`config.mk`:
```
export PLATFORM = sky130hd
export DESIGN_NAME = serial_subtractor
export DESIGN_NICKNAME = d
export VERILOG_FILES = /design/src/rtl/serial_subtractor.sv
export SDC_FILE = /design/constraint.sdc
export NUM_CORES = 1
export LEC_CHECK = 0
export BUFFER_PORTS_ARGS = -buffer_cell sky130_fd_sc_hd__buf_4
export CORE_MARGIN = 2
export CORE_UTILIZATION = 45
export DETAILED_ROUTE_END_ITERATION = 7
export PLACE_DENSITY_LB_ADDON = 0.15
export SKIP_LAST_GASP = 1
export SYNTH_ARGS = -nofsm -noshare
export SYNTH_HDL_FRONTEND = slang
export SYNTH_SLANG_ARGS = --single-unit
export TNS_END_PERCENT = 5
```
`constraint.sdc`:
```
create_clock -name clk -period 4.1 [get_ports clk]
set_clock_uncertainty 0.2 [all_clocks]
set_input_delay 0.205 -clock clk [delete_from_list [all_inputs] [get_ports clk]]
set_output_delay 0.205 -clock clk [all_outputs]
set_load 0.01 [all_outputs]
```
`src/rtl/serial_subtractor.sv`:
```
// Bit-serial two's-complement subtractor: DIFF = A - B - BIN, LSB first,
// one full-subtractor step per clock with a registered borrow.
// Operands arrive on a valid/ready handshake and the result leaves on another.
//
// state  | meaning
// -------+-----------------------------------------------------------
// S_IDLE | waiting for operands, in_ready=1
// S_RUN  | shifting one bit per cycle through the full-subtractor cell
// S_DONE | result held on the outputs until the consumer takes it
module serial_subtractor #(
    parameter int WIDTH = 8
) (
    input  logic             clk,
    input  logic             rst_n,
    input  logic             in_valid,
    output logic             in_ready,
    input  logic [WIDTH-1:0] in_a,
    input  logic [WIDTH-1:0] in_b,
    input  logic             in_bin,
    output logic             out_valid,
    input  logic             out_ready,
    output logic [WIDTH-1:0] out_diff,
    output logic             out_bout,
    output logic             out_ovf
);

    localparam int CNT_W = $clog2(WIDTH);
    localparam logic [CNT_W-1:0] CNT_LAST = CNT_W'(WIDTH - 1);

    typedef enum logic [1:0] {
        S_IDLE = 2'd0,
        S_RUN  = 2'd1,
        S_DONE = 2'd2
    } state_t;

    state_t           state_q, state_d;
    logic [WIDTH-1:0] a_sh_q, a_sh_d;
    logic [WIDTH-1:0] b_sh_q, b_sh_d;
    logic [WIDTH-1:0] d_sh_q, d_sh_d;
    logic             borrow_q, borrow_d;
    logic             msb_a_q, msb_a_d;
    logic             msb_b_q, msb_b_d;
    logic [CNT_W-1:0] cnt_q, cnt_d;

    // Shadow copies of the accepted operands, kept only for the self-check below.
    logic [WIDTH-1:0] a_chk_q, a_chk_d;
    logic [WIDTH-1:0] b_chk_q, b_chk_d;
    logic             bin_chk_q, bin_chk_d;

    logic             a0, b0;
    logic             diff_bit;
    logic             borrow_next;
    logic [WIDTH:0]   chk_full;

    // Full-subtractor cell acting on the current LSBs and the running borrow.
    always_comb begin
        a0          = a_sh_q[0];
        b0          = b_sh_q[0];
        diff_bit    = a0 ^ b0 ^ borrow_q;
        borrow_next = (~a0 & b0) | (~a0 & borrow_q) | (b0 & borrow_q);
    end

    // Next-state, datapath updates and handshake outputs.
    always_comb begin
        state_d   = state_q;
        a_sh_d    = a_sh_q;
        b_sh_d    = b_sh_q;
        d_sh_d    = d_sh_q;
        borrow_d  = borrow_q;
        msb_a_d   = msb_a_q;
        msb_b_d   = msb_b_q;
        cnt_d     = cnt_q;
        a_chk_d   = a_chk_q;
        b_chk_d   = b_chk_q;
        bin_chk_d = bin_chk_q;
        in_ready  = 1'b0;
        out_valid = 1'b0;
        out_diff  = '0;
        out_bout  = 1'b0;
        out_ovf   = 1'b0;

        case (state_q)
            S_IDLE: begin
                in_ready = 1'b1;
                if (in_valid) begin
                    a_sh_d    = in_a;
                    b_sh_d    = in_b;
                    borrow_d  = in_bin;
                    msb_a_d   = in_a[WIDTH-1];
                    msb_b_d   = in_b[WIDTH-1];
                    cnt_d     = '0;
                    a_chk_d   = in_a;
                    b_chk_d   = in_b;
                    bin_chk_d = in_bin;
                    state_d   = S_RUN;
                end
            end
            S_RUN: begin
                d_sh_d   = {diff_bit, d_sh_q[WIDTH-1:1]};
                a_sh_d   = {1'b0, a_sh_q[WIDTH-1:1]};
                b_sh_d   = {1'b0, b_sh_q[WIDTH-1:1]};
                borrow_d = borrow_next;
                cnt_d    = cnt_q + CNT_W'(1);
                if (cnt_q == CNT_LAST) begin
                    state_d = S_DONE;
                end
            end
            S_DONE: begin
                // Outputs are driven straight from registers that do not move in
                // this state, so they stay stable under backpressure.
                out_valid = 1'b1;
                out_diff  = d_sh_q;
                out_bout  = borrow_q;
                out_ovf   = (msb_a_q ^ msb_b_q) & (d_sh_q[WIDTH-1] ^ msb_a_q);
                if (out_ready) begin
                    state_d = S_IDLE;
                end
            end
            default: begin
                state_d = S_IDLE;
            end
        endcase
    end

    // State and datapath registers with synchronous active-low reset.
    always_ff @(posedge clk) begin
        if (!rst_n) begin
            state_q   <= S_IDLE;
            a_sh_q    <= '0;
            b_sh_q    <= '0;
            d_sh_q    <= '0;
            borrow_q  <= 1'b0;
            msb_a_q   <= 1'b0;
            msb_b_q   <= 1'b0;
            cnt_q     <= '0;
            a_chk_q   <= '0;
            b_chk_q   <= '0;
            bin_chk_q <= 1'b0;
        end else begin
            state_q   <= state_d;
            a_sh_q    <= a_sh_d;
            b_sh_q    <= b_sh_d;
            d_sh_q    <= d_sh_d;
            borrow_q  <= borrow_d;
            msb_a_q   <= msb_a_d;
            msb_b_q   <= msb_b_d;
            cnt_q     <= cnt_d;
            a_chk_q   <= a_chk_d;
            b_chk_q   <= b_chk_d;
            bin_chk_q <= bin_chk_d;
        end
    end

    // Reference result: {not-borrow, diff} of the captured operands.
    always_comb begin
        chk_full = {1'b1, a_chk_q} - {1'b0, b_chk_q} - {{WIDTH{1'b0}}, bin_chk_q};
    end

    // Embedded consistency checks, evaluated outside reset.
    always @(posedge clk) begin
        if (rst_n) begin
            a_hs_excl: assert (!(in_ready && out_valid))
                else $error("in_ready and out_valid both high");
            if (state_q == S_DONE) begin
                a_result: assert ({~out_bout, out_diff} == chk_full)
                    else $error("serial result disagrees with A-B-BIN");
            end
        end
    end

endmodule

```
* Word-level counts from Yosys, hierarchy flattened
Index checks and enable logic that the tools add are counted.
Operators by class: add/subtract/negate cells 1, eq/ne operators 6, mux-type cells 17, bitwise gates (word level) 11, reductions and logical operators 5
Operator list (count):
- case mux 8 bit (2 select lines) | 2
- 2-to-1 mux 8 bit | 3
- 2-to-1 mux 2 bit | 3
- != test 2 bit, second input constant | 3
- case mux 2 bit (3 select lines) | 1
- case mux 3 bit (2 select lines) | 1
- 2-to-1 mux 1 bit | 5
- AND 1 bit | 4
- AND reduction 2 bit | 2
- bitwise XOR 1 bit | 4
- adder 3 x 1 -> 3 bit, second input constant | 1
- equality test 3 bit, second input constant | 1
- 2-to-1 mux 3 bit | 1
- AND reduction 3 bit | 1
- equality test 2 x 1 -> 1 bit, second input constant | 1
- equality test 2 bit, second input constant | 1
- logical NOT 2 bit | 1
- OR 1 bit | 2
- case mux 1 bit (2 select lines) | 1
- nonzero test 2 bit | 1
- NOT 1 bit | 1
Storage, ports and cells: flip-flop bits (word level) 32, input bits 21, output and inout bits 12, logic and storage cells 48

* Logic depth before layout (Yosys ltp)
depth in word-level cells 5, gate-level depth with buffers 5, depth with buffers taken out 5

* Least setup slack after synthesis
No wires, ideal clock.
path type register to output, start point register state_q[0], end point output port out_bout, arrival 1044 ps, data required time 3695 ps, slack 2651 ps, cell stages (with the launch flop) 5, buffers on the path 1, cell sequence dfxtp_1 buf_2 nand2b_1 inv_1 and2_1
On the way: cells in the longest elaborated chain, start to end 2
Ends and longest elaborated chain:
- start, declared | line 36 | state_t state_q, state_d;
- start signal, assigned | line 140 | state_q <= state_d;
- equality test 2 bit | line 82 | case (state_q)
- 2-to-1 mux 1 bit | line 82
- end, declared | line 23 | output logic out_bout,
Every way passes these cells.

* Final worst setup path
start point register state_q[1], end point output port out_diff[1]
On the way: cells in the longest elaborated chain, start to end 2
Ends and longest elaborated chain:
- equality test 2 bit | line 82
- 2-to-1 mux 8 bit | line 82
- end, declared | line 22 | output logic [WIDTH-1:0] out_diff,
Every way passes these cells.

==> out/results.tsv <==
metric	value	unit
p_int	0.503	mW
whs_path_depth	3	
drt-initial-drc-count	43	
leakage	0.808	nW
crit_type	reg2out	
ios	33	
antenna_found_initial	0	
cp_max_fo	24	
routed_wl	3090	um
worst_pin_slew	1.17	ns
hold_class	in2reg	
detail_route.wl_per_cell	12.4	um
drc	0	
status	finished clean	
start_util	47.4	%
critical-path-max-stage-delay	0.84	ns
final_cell_mix	33 x buf_4, 32 x dfxtp_1, 19 x nand2_1, 16 x mux2i_1, 16 x dlygate4sd3_1	
cts_sinks	32	
port_buffers	32	
clk_latency	0.33	ns
synth.area.top_cells	dfxtp_1 44%, mux2i_1 11%, o211ai_1 7.7%, nand2_1 4.9%, and2_1 3.9%	
ir_drop	0.243	mV
clk_path_buf_depth	2	
fp.dieH	61.0	um
p_seq_share	51.5	%
ant_nets	0	
slew_violations	0	
dp_hpwl	2080	um
drive_above_1_share	22.4	%
path_cells	nand2b_1 > inv_1 > and2_1 > buf_4	
grt_use_total	18.7	%
cts_tree	built	
path_clk_slew	0.10	ns
slew_headroom	22.0	%
min_period	2.26	ns
min_to	state_q[0]	
dr.pass1.iters	5	
timing.rr.end	a_sh_q[1]	
die-area	0.00372	mm2
worst_ep_arrival_time	1.85	ns
antenna_cells	0	
rows	20	
postSynthAreaPerCell	9.13	um2
grt_first_pass_wirelength	5090	um
globalplace.congestion	0.734	
ys_seq_area_share	43.9	%
yosysTopAreaCell	dfxtp_1	
crit_family	flip-flops	
reg2reg_from	state_q[0]	
htreeDepth	2	
fin_crit_sh	55.1	%
final_nets	228	
clkPwrFrac	35.3	%
fin_util	63.2	%
worstPathRequired	3.69	ns
slowest_stage	dfxtp_1	
p_sw	0.156	mW
power_frac_comb	13.2	%
rsz0062_at_grt	no	
cp-end-kind	output port	
power.total	0.658	mW
viasPerCell	5.27	
core	0.00308	mm2
syn_inst	160	
swShare	23.7	%
final_common_cell	buf_4	
grt-ovfl-total	0	
cts_root_buf	clkbuf_4	
r2r_slack	2.08	ns
path_buf_inv	2	
design_area	0.00195	mm2
numCtsBuffers	5	
syn_area	0.00146	mm2
drv_cap	0	
max_freq	0.443	GHz
vias	1311	
synth_top_area_share	43.9	%
start_kind	flop	
area_delta_synth_final	33.2	%
fin_setup_tns	0	ns
syn_nets	184	
synthDistinctLibCells	28	
final-hold-violation-count	0	
grt_pass1_vias	1168	
die_w	61.0	um
reg2reg_depth	3	
post_cts.repair.setup_buffers	0	
hp-start	in_valid	
place_area	0.00171	mm2
crit_cells	4	
grt_start_max_net_pins	38	
setup_viol	0	
power_density	338	mW/mm2
synth_seq_cells	32	
ys_warn_count	0	
-- worst max path at each step --
stage | slack [ns] | endpoint | startpoint
CTS | 1.81 | out_diff[2] | state_q[1]
global route | 1.68 | out_bout | state_q[1]
finish | 1.84 | out_diff[1] | state_q[1]
global placement | 2.18 | a_sh_q[6] | in_valid
floorplan | 2.65 | out_bout | state_q[0]
detailed placement | 2.05 | a_sh_q[1] | in_valid
-- state kept, by name, indices dropped and copies added, names as in the netlist --
signal,cells
msb_b_q,1
borrow_q,1
a_sh_q,8
state_q,2
b_sh_q,8
d_sh_q,8
msb_a_q,1
cnt_q,3
-- synthesized netlist by cell type (all sizes together) --
| cell | number |
|---|---|
| a21boi | 7 |
| a21oi | 2 |
| a31o | 4 |
| and2 | 9 |
| and3 | 2 |
| buf | 6 |
| clkbuf | 6 |
| dfxtp | 32 |
| fa | 1 |
| ha | 2 |
| inv | 3 |
| mux2i | 16 |
| nand2 | 19 |
| nand2b | 2 |
| nand3 | 2 |
| nand3b | 1 |
| nor2 | 6 |
| nor2b | 1 |
| nor3b | 2 |
| o211a | 1 |
| o211ai | 15 |
| o21a | 1 |
| o21ai | 18 |
| or2 | 1 |
| or3b | 1 |
-- worst min-delay path: stages --
cell	delay, ns
buf_4	0.12
mux2i_1	0.12
nor3b_1	0.06
-- timing repair --
action                    CTS  global route
hold buffers               16             0
gates resized for setup     0             0
hold endpoints to repair   16             0
-- metrics by stage --
stage	instances	setup slack (ns)	hold slack, ns
final	249	1.84	0.0224
after global routing	249	1.68	0.0148
after detailed placement	225	2.05	0.256
after global placement	225	2.18	0.244
after CTS	249	1.81	0.0163
after floorplan	160	2.65	0.178
-- routing by layer --
layer / part of all wire (%) / track usage [%]
met1: 42 / 20.9
met2: 50 / 32.1
met3: 5.1 / 6.61
met4: 2.2 / 8.39
met5: 0 / 0
-- cells by family after synthesis --
logic type	count (synthesis)	share of synthesized area [%]
multiplexers	16	11.0
AO/OA/AOI/OAI	48	21.8
buffers and inverters	15	4.46
flip-flops	32	43.9
AND/OR/NAND/NOR	46	15.9
adder cells (fa/ha/maj)	3	3.08
-- final cells by class --
cell class | count | area (um2)
clock buffers | 6 | 41.3
clock inverters | 2 | 35.0
fillers | 295 | 1130
inverters | 3 | 11.3
multi-input cells | 113 | 754
flip-flops and latches | 32 | 641
well taps | 44 | 55.1
repair buffers | 49 | 408
-- power groups by stage --
stage                     Clock (mW)  Sequential (mW)  Combinational (mW)
after floorplan                    0            0.343              0.0514
after global placement             0            0.345              0.0722
after detailed placement           0            0.346              0.0753
after CTS                      0.238            0.339              0.0872
after global routing           0.251            0.341              0.0965
final                          0.232            0.339              0.0869
Note: power is estimated with default switching activity, not from simulation.
